===== config.mk =====
export PLATFORM = sky130hd
export DESIGN_NAME = addsub_serial_ctrl_flat
export DESIGN_NICKNAME = d
export VERILOG_FILES = /design/src/rtl/addsub_serial_ctrl_if.sv /design/src/rtl/addsub_serial_ctrl.sv /design/src/flat_wrapper.sv
export SDC_FILE = /design/constraint.sdc
export NUM_CORES = 1
export LEC_CHECK = 0
export ABC_AREA = 1
export CAP_MARGIN = 20
export CORE_MARGIN = 1
export CORE_UTILIZATION = 27
export CTS_BUF_LIST = sky130_fd_sc_hd__clkbuf_8
export CTS_CLUSTER_SIZE = 16
export DETAILED_ROUTE_END_ITERATION = 8
export PLACE_DENSITY = 0.55
export SETUP_SLACK_MARGIN = 0.2
export SYNTH_ARGS = -nofsm -noshare
export SYNTH_HDL_FRONTEND = slang
export SYNTH_SLANG_ARGS = --single-unit
export TNS_END_PERCENT = 20

===== constraint.sdc =====
create_clock -name clk -period 5.16 [get_ports clk]
set_input_delay 1.032 -clock clk [delete_from_list [all_inputs] [get_ports clk]]
set_output_delay 1.032 -clock clk [all_outputs]
set_load 0.005 [all_outputs]

===== src/rtl/addsub_serial_ctrl_if.sv =====
// rtl/addsub_serial_ctrl_if.sv - request/result handshake bundle for the nibble-serial add/sub unit
interface addsub_serial_ctrl_if #(
  parameter int W = 16
);
  logic         in_valid;
  logic         in_ready;
  logic [W-1:0] op_a;
  logic [W-1:0] op_b;
  logic         op_sub;
  logic         out_valid;
  logic         out_ready;
  logic [W-1:0] res;
  logic         cout;
  logic         ovf;
  logic         busy;

  modport master (
    output in_valid, op_a, op_b, op_sub, out_ready,
    input  in_ready, out_valid, res, cout, ovf, busy
  );

  modport slave (
    input  in_valid, op_a, op_b, op_sub, out_ready,
    output in_ready, out_valid, res, cout, ovf, busy
  );
endinterface


===== src/rtl/addsub_serial_ctrl.sv =====
// rtl/addsub_serial_ctrl.sv - nibble-serial adder/subtractor reusing one 4-bit add/sub slice
module adder_sub_4bit (
  input  logic [3:0] a,
  input  logic [3:0] b,
  input  logic       ctr,
  input  logic       cin,
  output logic [3:0] sum,
  output logic       cout
);
  logic [4:0] total;

  assign total = {1'b0, a} + {1'b0, b ^ {4{ctr}}} + {4'b0000, cin};
  assign sum   = total[3:0];
  assign cout  = total[4];
endmodule

module addsub_serial_ctrl #(
  parameter int NIB = 4
) (
  input  logic                 clk,
  input  logic                 rst_n,
  addsub_serial_ctrl_if.slave  bus
);
  localparam int W  = 4 * NIB;
  localparam int CW = $clog2(NIB);

  typedef enum logic [1:0] {IDLE, RUN, DONE} state_t;

  state_t         state, state_nx;
  logic [W-1:0]   a_q, b_q, res_q;
  logic           sub_q, carry_q, cout_q, ovf_q;
  logic [CW-1:0]  cnt;
  logic [3:0]     a_nib, b_nib, sum_nib;
  logic           slice_cout;
  logic           accept, last;
  logic           in_ready_c, out_valid_c, busy_c;

  assign a_nib = a_q[{cnt, 2'b00} +: 4];
  assign b_nib = b_q[{cnt, 2'b00} +: 4];
  assign last  = (cnt == CW'(NIB - 1));

  adder_sub_4bit u_slice (
    .a    (a_nib),
    .b    (b_nib),
    .ctr  (sub_q),
    .cin  (carry_q),
    .sum  (sum_nib),
    .cout (slice_cout)
  );

  always_ff @(posedge clk or negedge rst_n) begin
    if (!rst_n) begin
      state <= IDLE;
    end else begin
      state <= state_nx;
    end
  end

  always_comb begin
    state_nx    = state;
    in_ready_c  = 1'b0;
    out_valid_c = 1'b0;
    busy_c      = 1'b0;
    accept      = 1'b0;
    case (state)
      IDLE: begin
        in_ready_c = 1'b1;
        accept     = bus.in_valid;
        if (bus.in_valid) state_nx = RUN;
      end
      RUN: begin
        busy_c = 1'b1;
        if (last) state_nx = DONE;
      end
      DONE: begin
        busy_c      = 1'b1;
        out_valid_c = 1'b1;
        if (bus.out_ready) state_nx = IDLE;
      end
      default: state_nx = IDLE;
    endcase
  end

  // Carry register is seeded with op_sub so nibble 0 completes the a + ~b + 1 subtract.
  always_ff @(posedge clk or negedge rst_n) begin
    if (!rst_n) begin
      a_q     <= '0;
      b_q     <= '0;
      sub_q   <= 1'b0;
      carry_q <= 1'b0;
      cnt     <= '0;
      res_q   <= '0;
      cout_q  <= 1'b0;
      ovf_q   <= 1'b0;
    end else begin
      case (state)
        IDLE: begin
          if (accept) begin
            a_q     <= bus.op_a;
            b_q     <= bus.op_b;
            sub_q   <= bus.op_sub;
            carry_q <= bus.op_sub;
            cnt     <= '0;
          end
        end
        RUN: begin
          res_q[{cnt, 2'b00} +: 4] <= sum_nib;
          carry_q                  <= slice_cout;
          cnt                      <= cnt + 1'b1;
          if (last) begin
            cout_q <= slice_cout;
            ovf_q  <= (a_q[W-1] == (b_q[W-1] ^ sub_q)) & (sum_nib[3] != a_q[W-1]);
          end
        end
        default: ;
      endcase
    end
  end

  assign bus.in_ready  = in_ready_c;
  assign bus.out_valid = out_valid_c;
  assign bus.busy      = busy_c;
  assign bus.res       = res_q;
  assign bus.cout      = cout_q;
  assign bus.ovf       = ovf_q;
endmodule


===== src/flat_wrapper.sv =====
// flat-port wrapper written by rule: the top's interface ports become plain ports
module addsub_serial_ctrl_flat 
#(
  parameter int NIB = 4
)
  (clk, rst_n, bus_in_valid, bus_op_a, bus_op_b, bus_op_sub, bus_out_ready, bus_in_ready, bus_out_valid, bus_res, bus_cout, bus_ovf, bus_busy);
  addsub_serial_ctrl_if #(.W((16))) bus_i ();
  input  logic clk;
  input  logic rst_n;
  input wire logic [$bits(bus_i.in_valid)-1:0] bus_in_valid;
  input wire logic [$bits(bus_i.op_a)-1:0] bus_op_a;
  input wire logic [$bits(bus_i.op_b)-1:0] bus_op_b;
  input wire logic [$bits(bus_i.op_sub)-1:0] bus_op_sub;
  input wire logic [$bits(bus_i.out_ready)-1:0] bus_out_ready;
  output wire logic [$bits(bus_i.in_ready)-1:0] bus_in_ready;
  output wire logic [$bits(bus_i.out_valid)-1:0] bus_out_valid;
  output wire logic [$bits(bus_i.res)-1:0] bus_res;
  output wire logic [$bits(bus_i.cout)-1:0] bus_cout;
  output wire logic [$bits(bus_i.ovf)-1:0] bus_ovf;
  output wire logic [$bits(bus_i.busy)-1:0] bus_busy;
  assign bus_i.in_valid = bus_in_valid;
  assign bus_i.op_a = bus_op_a;
  assign bus_i.op_b = bus_op_b;
  assign bus_i.op_sub = bus_op_sub;
  assign bus_i.out_ready = bus_out_ready;
  assign bus_in_ready = bus_i.in_ready;
  assign bus_out_valid = bus_i.out_valid;
  assign bus_res = bus_i.res;
  assign bus_cout = bus_i.cout;
  assign bus_ovf = bus_i.ovf;
  assign bus_busy = bus_i.busy;
  addsub_serial_ctrl #(.NIB(NIB)) u_core (.clk(clk), .rst_n(rst_n), .bus(bus_i));
endmodule

# Word level (Yosys, flattened, before mapping)
# Cells that the tools add are included.
# totals
ff_bits	56
latch_bits	0
ramBits	0
mem_bits_ro	0
in_bits	37
out_inout_bits	21
mem_count	0
# classes
add_sub_neg	4
mul	0
div_mod_pow	0
magnitude_cmp	0
eq_ne	9
shifts	4
n_mux	13
n_bitwise	3
reduce_logical	7
# ops
operator	count
$shiftx 16x5->4	2
$bwmux 16	1
$shift 4x6->16 const A	1
$shiftx 4x6->16	1
$mux 2	4
$neg 4->6	1
$pmux 2 s3	1
$reduce_and 2->1	3
$add 4x4->5	1
$add 5x1->5	1
$mux 1	5
$eq 2x2->1 const B	2
$ne 2x1->1 const B	2
$ne 2x2->1 const B	2
$pmux 2 s2	1
$xor 4x4->4	1
$reduce_and 3->1	1
$add 2x1->2 const B	1
$eq 2x1->1 const B	1
$logic_not 2->1	1
$pmux 1 s2	1
$reduce_bool 2->1	1
$reduce_or 2->1	1
$and 1x1->1	1
3 further kinds	3

# Logic depth before layout (Yosys ltp)
# Gate-level depths: netlist (run 1).
# logic_depth
ltp_word	6
ltp_mapped	14
depth_no_buf	13

# By module
# Synthesis (run 1) repeated with hierarchy kept, for this count alone.
# hier_totals
hier_cells	353
hier_area_um2	2849.0
# by_module_without_submodules
mod	instances	cells_per_inst	area_per_inst_um2
addsub_serial_ctrl	1	325	2650.0
adder_sub_4bit	1	28	198.9

# Least setup slack after synthesis (run 1)
# No wires, ideal clock.
# synth_path
path_type	reg-to-reg
from	register u_core.cnt[1]
to	register u_core.res_q[13] (netlist: u_core.bus.res[13])
setup_ps	126
arrival_ps	2123
required_time_ps	5034
path_slack_ps	2911
path_stages_with_launch	11
period_less_slack_ps	2249
path_cell_list	dfrtp_1 > buf_4 > clkinv_1 > nand3_1 > nand2_1 > xor2_1 > fa_1 > inv_1 > fa_1 > nand3_1 > o21ai_0
# synth_via
elab_chain_len	6
word_cells_on_any_way	9
cone_classes	add/sub: 3; shift: 4; mux: 1; bitwise: 1
# synth_lines
element	line	source
start: declaration	addsub_serial_ctrl.sv:32	logic [CW-1:0] cnt;
start signal: assignment	addsub_serial_ctrl.sv:109	cnt <= cnt + 1'b1;
$shiftx 16x5->4	addsub_serial_ctrl.sv:39	assign b_nib = b_q[{cnt, 2'b00} +: 4];
$xor 4x4->4	addsub_serial_ctrl.sv:12	assign total = {1'b0, a} + {1'b0, b ^ {4{ctr}}} + {4'b0000, cin};
$add 4x4->5	addsub_serial_ctrl.sv:12	
$add 5x1->5	addsub_serial_ctrl.sv:12	
$shiftx 4x6->16	addsub_serial_ctrl.sv:107	res_q[{cnt, 2'b00} +: 4] <= sum_nib;
$bwmux 16 (*)	addsub_serial_ctrl.sv:107	
end signal: indexed assignment	addsub_serial_ctrl.sv:107	
end: declaration	addsub_serial_ctrl.sv:30	logic [W-1:0] a_q, b_q, res_q;
# Every way passes the cells marked *; elsewhere a longest branch is shown, timed or not.
# A chain may end at the register's enable or synchronous reset.

# Final worst setup path (run 1)
# layout_path
from	register u_core.cnt[0]
to	register u_core.res_q[6] (netlist: u_core.bus.res[6])
# The elaborated chain is that of the path after synthesis.

==> flow_metrics.env, run 1 <==
export IMPL_cp_max_fo=25
export IMPL_power_w=0.00251
export IMPL_hp_class="register to register"
export IMPL_vias=2059
export IMPL_hold_violations=0
export IMPL_ys_types=29
export IMPL_max_freq_mhz=322
export IMPL_gp_congestion=0.785
export IMPL_grt_pass1_vias=2041
export IMPL_slew_headroom=0.454
export IMPL_crit_required_ns=5.35
export IMPL_yosysMostFrequentCell="nand2_1"
export IMPL_rsz0062_at_grt="no"
export IMPL_first_iter_violations=92
export IMPL_drtPass1Iterations=4
export IMPL_root_buffer="clkbuf_8"
export IMPL_die_area_sq_um=11100
export IMPL_ys_seq_area_frac=0.487
export IMPL_p_per_area_nw_per_um2=687
export IMPL_holdWs_ns=0.492
export IMPL_ant_nets=0
export IMPL_p_int_w=0.00146
export IMPL_ys_top_cells_by_area="dfrtp_1 (49%), mux2_4 (14%), nand2_1 (8.1%)"
export IMPL_min_delay_start="u_core.bus.res[15]$_DFFE_PN0P_"
export IMPL_grt_max_degree=57
export IMPL_grt_pass1_wl_mm=10.5
export IMPL_crit_type="register to register"
export IMPL_async_reset_ff_frac=1.00
export IMPL_r2r_end="u_core.bus.res[6]$_DFFE_PN0P_"
export IMPL_port_buffers=57
export IMPL_yosys_area_top_type="dfrtp_1"
export IMPL_drive_above_1_share=0.133
export IMPL_totalWireLength_mm=6.23
export IMPL_tightest_slew_ns=0.819
export IMPL_fin_tns_setup_ns=0
export IMPL_core_area_sq_um=10300
export IMPL_syn_inst=274
export IMPL_stdcell_count=467
export IMPL_synthTopCellsByCount="nand2_1 (62), dfrtp_1 (56), mux2_4 (26)"
export IMPL_drc_errors=0
export IMPL_r2r_setup_slack_ns=2.05
export IMPL_cp_end_kind="register"
export IMPL_crit_arrival_ns=3.30
export IMPL_dpl_cell_count=459
export IMPL_cts_tree="built"
export IMPL_track_usage=0.120
export IMPL_path_clk_slew_ns=0.10
export IMPL_layout_nets=381
export IMPL_synth_top_area_frac=0.487
export IMPL_antenna_found_initial=0
export IMPL_overflow=0
export IMPL_route_met2_wl_mm=2.75
export IMPL_rr_worst_depth=12
export IMPL_die_h_microns=105
export IMPL_hold_path_depth=2
export IMPL_finalCritPeriodShare=0.602
export IMPL_start_util=0.279
export IMPL_synth_edff_count=0
export IMPL_start_kind="register"
export IMPL_dp_hpwl_mm=4.55
export IMPL_combPwrFrac=0.563
export IMPL_finalCriticalPeriod_ns=3.11
export IMPL_antenna_cells=0
export IMPL_die_w_microns=105
export IMPL_min_to="u_core.bus.res[15]$_DFFE_PN0P_"
export IMPL_holdBufCountCts=0
export IMPL_swShare=0.420
export IMPL_pwr_share_seq=0.323
export IMPL_syn_num_nets=325
export IMPL_postCtsSetupBuffers=0
export IMPL_cts_buffers=5
export IMPL_routed_via_density=4.41
export IMPL_clockBufferDepth=2
export IMPL_pre_cts_slack_ns=2.07
export IMPL_r2r_start="u_core.cnt[0]$_DFFE_PN0P_"
export IMPL_p_clk_frac=0.113
export IMPL_switching_power_w=0.00106
export IMPL_yosysWarnings=0
export IMPL_htreeDepth=2
export IMPL_topRoutingLayerUsed="met4"
export IMPL_cts_resized=0
export IMPL_syn2layout_area_growth_pct=27.1
export IMPL_finalSetupViolCount=0
export IMPL_cts_sinks=56
export IMPL_wl_met1_mm=3.18
export IMPL_timing_final_max_slew_violations=0
export IMPL_fin_skew_ns=0.00833
export IMPL_startpoint="u_core.cnt[0]$_DFFE_PN0P_"
export IMPL_io_pins=58
export IMPL_drv_cap=0
export IMPL_num_rows=37
export IMPL_clkLatencyLatePin_ns=0.31
export IMPL_wl_per_cell_microns=13.3
export IMPL_vdd_drop_max_mv=0.241
export IMPL_syn_area_per_cell_sq_um=10.5
export IMPL_met3_length_microns=245
export IMPL_ys_ff_latch=56
export IMPL_outcome="complete, no violations"
export IMPL_fin_ws_ns=2.05
export IMPL_synth_ff_type="dfrtp_1"
export IMPL_synth_area_sq_um=2880
export IMPL_total_leakage_power_nw=1.70
==> placed cells by master, fill, tap and decap left out <==
master           Yosys  final
nand2_1             62     62
clkdlybuf4s50_1      0     56
dfrtp_1             56     56
mux2_4              26     26
nand3_1             19     19
inv_1               16     17
o21ai_0             16     16
nor2_1              12     12
ha_1                12     12
a21oi_1              8      8
o21ai_1              6      6
xor2_1               5      5
mux2_2               5      5
clkbuf_8             0      5
o22ai_1              3      3
o31ai_1              3      3
inv_2                2      2
xnor2_1              2      2
nand4_1              2      2
fa_1                 2      2
clkinv_1             1      1
a32o_1               1      1
nor3_1               1      1
nand2_4              1      1
or2_1                1      1
o221ai_1             1      1
a31oi_1              1      1
nand4_2              1      1
bufinv_16            0      1
clkinv_2             0      1
buf_2                3      1
buf_4                3      1
==> through the flow <==
step / utilization / instance area [sq um]
after floorplan: - / 2880
after global placement: 0.344 / 3550
after detailed placement: 0.344 / 3550
after CTS: 0.354 / 3660
after global routing: 0.354 / 3660
final: 0.354 / 3660
==> worst max path at each step <==
| stage | to | slack (ns) | cells after the start |
|---|---|---|---|
| floorplan | u_core.bus.res[13]$_DFFE_PN0P_ | 2.91 | 10 |
| global placement | u_core.bus.res[6]$_DFFE_PN0P_ | 2.20 | 12 |
| detailed placement | u_core.bus.res[6]$_DFFE_PN0P_ | 2.07 | 12 |
| CTS | u_core.bus.res[6]$_DFFE_PN0P_ | 2.07 | 12 |
| global route | u_core.bus.res[6]$_DFFE_PN0P_ | 1.76 | 12 |
| finish | u_core.bus.res[6]$_DFFE_PN0P_ | 2.05 | 12 |
==> state kept, by name (all words and copies together), names as in the netlist <==
| name | flops |
|---|---|
| u_core.bus.res | 16 |
| u_core.cnt | 2 |
| u_core.state | 2 |
| u_core.carry_q | 1 |
| u_core.sub_q | 1 |
| u_core.a_q | 16 |
| u_core.b_q | 16 |
| u_core.bus.ovf | 1 |
| u_core.bus.cout | 1 |
==> critical path, stage by stage (launching register included) <==
cell     delay [ns]
dfrtp_1        0.89
inv_2          0.37
nand2_1        0.14
nand3_1        0.07
nand2_1        0.09
xor2_1         0.19
fa_1           0.20
inv_1          0.07
fa_1           0.40
xnor2_1        0.32
nor2_1         0.07
nand2_1        0.08
o21ai_0        0.10
==> metal layers <==
layer / track usage / up-vias
li1: - / 1029
met1: 0.172 / 976
met2: 0.178 / 50
met3: 0.0266 / 4
met4: 0.0392 / 0
met5: 0 / -
==> final cells by class <==
type,count,area (sq um)
Fill cell,1060,6670
Sequential cell,56,1400
Multi-Input combinational cell,190,1340
Timing Repair Buffer,58,573
Tap cell,136,170
Inverter,19,71.3
Clock buffer,5,68.8
Clock inverter,3,38.8
==> power groups by stage <==
stage | Combinational (W) | Sequential (W) | Clock, W
4_1_cts | 0.00143 | 0.000814 | 0.000292
2_1_floorplan | 0.00105 | 0.000752 | 0
3_3_place_gp | 0.00140 | 0.000816 | 0
6_report | 0.00142 | 0.000812 | 0.000285
5_1_grt | 0.00157 | 0.000843 | 0.000313
3_5_place_dp | 0.00142 | 0.000821 | 0
==> cell families after synthesis <==
| logic type | share of synthesized area |
|---|---|
| AND/OR/NAND/NOR | 0.146 |
| flip-flops | 0.487 |
| AO/OA/AOI/OAI | 0.0752 |
| multiplexers | 0.155 |
| buffers and inverters | 0.0495 |
| adder cells (fa/ha/maj) | 0.0661 |
| XOR/XNOR | 0.0213 |
(Power assumes the default switching activity.)
==> inputs of run 2 (changes only) <==
--- a/config.mk
+++ b/config.mk
@@ -12,7 +12,7 @@
 export CTS_BUF_LIST = sky130_fd_sc_hd__clkbuf_8
 export CTS_CLUSTER_SIZE = 16
 export DETAILED_ROUTE_END_ITERATION = 8
-export PLACE_DENSITY = 0.55
+export PLACE_DENSITY = 0.57
 export SETUP_SLACK_MARGIN = 0.2
 export SYNTH_ARGS = -nofsm -noshare
 export SYNTH_HDL_FRONTEND = slang
==> constraint.sdc (replaced) <==
create_clock -name clk -period 2.63 [get_ports clk]
set_input_delay 0.526 -clock clk [delete_from_list [all_inputs] [get_ports clk]]
set_output_delay 0.526 -clock clk [all_outputs]
set_load 0.005 [all_outputs]
==> flow_metrics.env, run 2 (same netlist as run 1, synthesis figures left out) <==
export IMPL_antenna_cells=0
export IMPL_critPathMaxStageDelay_ns=0.45
export IMPL_timing_final_max_slew_violations=0
export IMPL_fin_tns_setup_ns=0
export IMPL_cp_max_fo=7
export IMPL_seqCellArea_sq_um=1400
export IMPL_first_iter_violations=48
export IMPL_crit_required_ns=2.82
export IMPL_fin_ws_ns=0.313
export IMPL_die_w_microns=105
export IMPL_layout_nets=388
export IMPL_syn2layout_area_growth_pct=29.2
export IMPL_start_kind="register"
export IMPL_dp_hpwl_mm=4.89
export IMPL_cts_sinks=56
export IMPL_hp_class="input port to asynchronous set/reset pin"
export IMPL_htreeDepth=2
export IMPL_layout_common_cells="nand2_1 (62), clkdlybuf4s50_1 (56), dfrtp_1 (55)"
export IMPL_pre_cts_slack_ns=0.250
export IMPL_fin_area_sq_um=3720
export IMPL_critPathBufInv=3
export IMPL_multi_input_area_sq_um=1350
export IMPL_fin_skew_ns=0.00298
export IMPL_placed_cell_area_sq_um=3600
export IMPL_finalCritPeriodShare=0.881
export IMPL_tightest_slew_ns=0.599
export IMPL_r2r_end="u_core.bus.res[13]$_DFFE_PN0P_"
export IMPL_track_usage=0.121
export IMPL_overflow=0
export IMPL_crit_top_cell="fa_1"
export IMPL_path_delay_family="adder cells"
export IMPL_final_common_cell="nand2_1"
export IMPL_rsz0062_at_grt="yes"
export IMPL_path_clk_slew_ns=0.09
export IMPL_fillers=1048
export IMPL_num_rows=37
export IMPL_drc_errors=0
export IMPL_grt_max_degree=37
export IMPL_cp_slowest_cell="fa_1"
export IMPL_total_leakage_power_nw=1.73
export IMPL_vdd_drop_max_mv=0.451
export IMPL_crit_chain="clkinvlp_4 -> buf_4 -> a32o_1 -> fa_1 -> inv_1 -> fa_1 -> nand3_1 -> o21ai_0"
export IMPL_p_per_area_nw_per_um2=1350
export IMPL_finalCriticalPeriod_ns=2.32
export IMPL_rr_worst_depth=8
export IMPL_slew_headroom=0.600
export IMPL_ant_nets=0
export IMPL_drtPass1Iterations=4
export IMPL_clkLatencyLatePin_ns=0.30
export IMPL_holdWs_ns=0.222
export IMPL_clockBufferDepth=2
export IMPL_crit_type="register to register"
export IMPL_totalWireLength_mm=6.30
export IMPL_io_pins=58
export IMPL_cp_end_kind="register"
export IMPL_finalSetupViolCount=0
export IMPL_max_freq_mhz=432
export IMPL_drive_above_1_share=0.163
export IMPL_die_h_microns=105
export IMPL_grt_pass1_wl_mm=10.6
export IMPL_start_util=0.279
export IMPL_cts_tree="built"
export IMPL_gp_congestion=0.783
export IMPL_power_w=0.00503
export IMPL_wl_per_cell_microns=13.3
export IMPL_r2r_setup_slack_ns=0.31
export IMPL_outcome="complete, no violations"
export IMPL_core_area_sq_um=10300
export IMPL_root_buffer="clkbuf_8"
export IMPL_cts_buffers=5
export IMPL_port_buffers=57
export IMPL_die_area_sq_um=11100
export IMPL_r2r_start="u_core.cnt[1]$_DFFE_PN0P_"
export IMPL_grt_pass1_vias=2234
export IMPL_vias=2062
export IMPL_drv_cap=0
export IMPL_crit_arrival_ns=2.50
export IMPL_antenna_found_initial=0
export IMPL_routed_via_density=4.35
export IMPL_hold_violations=0
-- run 2: what timing repair did --
item,CTS,global route
hold buffers,0,0
setup buffers,0,0
gates resized for setup,0,7
setup endpoints to repair,0,13
-- run 2: layout make-up --
cell class,instances,area share
clock buffer,6,0.0222
clock inverter,2,0.00202
inverter,19,0.0209
multi-input combinational,190,0.363
sequential,56,0.377
tap,136,0.0458
timing repair buffer,65,0.169
-- run 2: where the power goes --
| group | internal [W] | leakage [nW] | switching (W) |
|---|---|---|---|
| registers | 0.00127 | 0.693 | 0.000280 |
| clock network | 0.000208 | 0.0538 | 0.000261 |
| logic | 0.00144 | 0.981 | 0.00157 |
-- run 2: how the worst max path moves through the flow --
stage	startpoint	endpoint	depth (start not counted)
after floorplan	u_core.cnt[1]$_DFFE_PN0P_	u_core.bus.res[13]$_DFFE_PN0P_	10
after global placement	u_core.cnt[1]$_DFFE_PN0P_	u_core.bus.res[5]$_DFFE_PN0P_	8
after detailed placement	u_core.cnt[0]$_DFFE_PN0P_	u_core.bus.res[13]$_DFFE_PN0P_	8
after CTS	u_core.cnt[0]$_DFFE_PN0P_	u_core.bus.res[13]$_DFFE_PN0P_	8
after global routing	u_core.cnt[1]$_DFFE_PN0P_	u_core.bus.res[5]$_DFFE_PN0P_	8
final	u_core.cnt[1]$_DFFE_PN0P_	u_core.bus.res[13]$_DFFE_PN0P_	8
-- run 2: per-stage QoR --
step | utilization | instances
detailed placement | 0.349 | 466
global route | 0.360 | 474
CTS | 0.358 | 474
global placement | 0.349 | 466
floorplan | - | 274
finish | 0.360 | 474
-- run 2: metal layers --
layer  track usage  wire length, microns
met5             0                     0
met4        0.0352                    57
met3        0.0254                   242
met2         0.199                  2880
met1         0.160                  3120
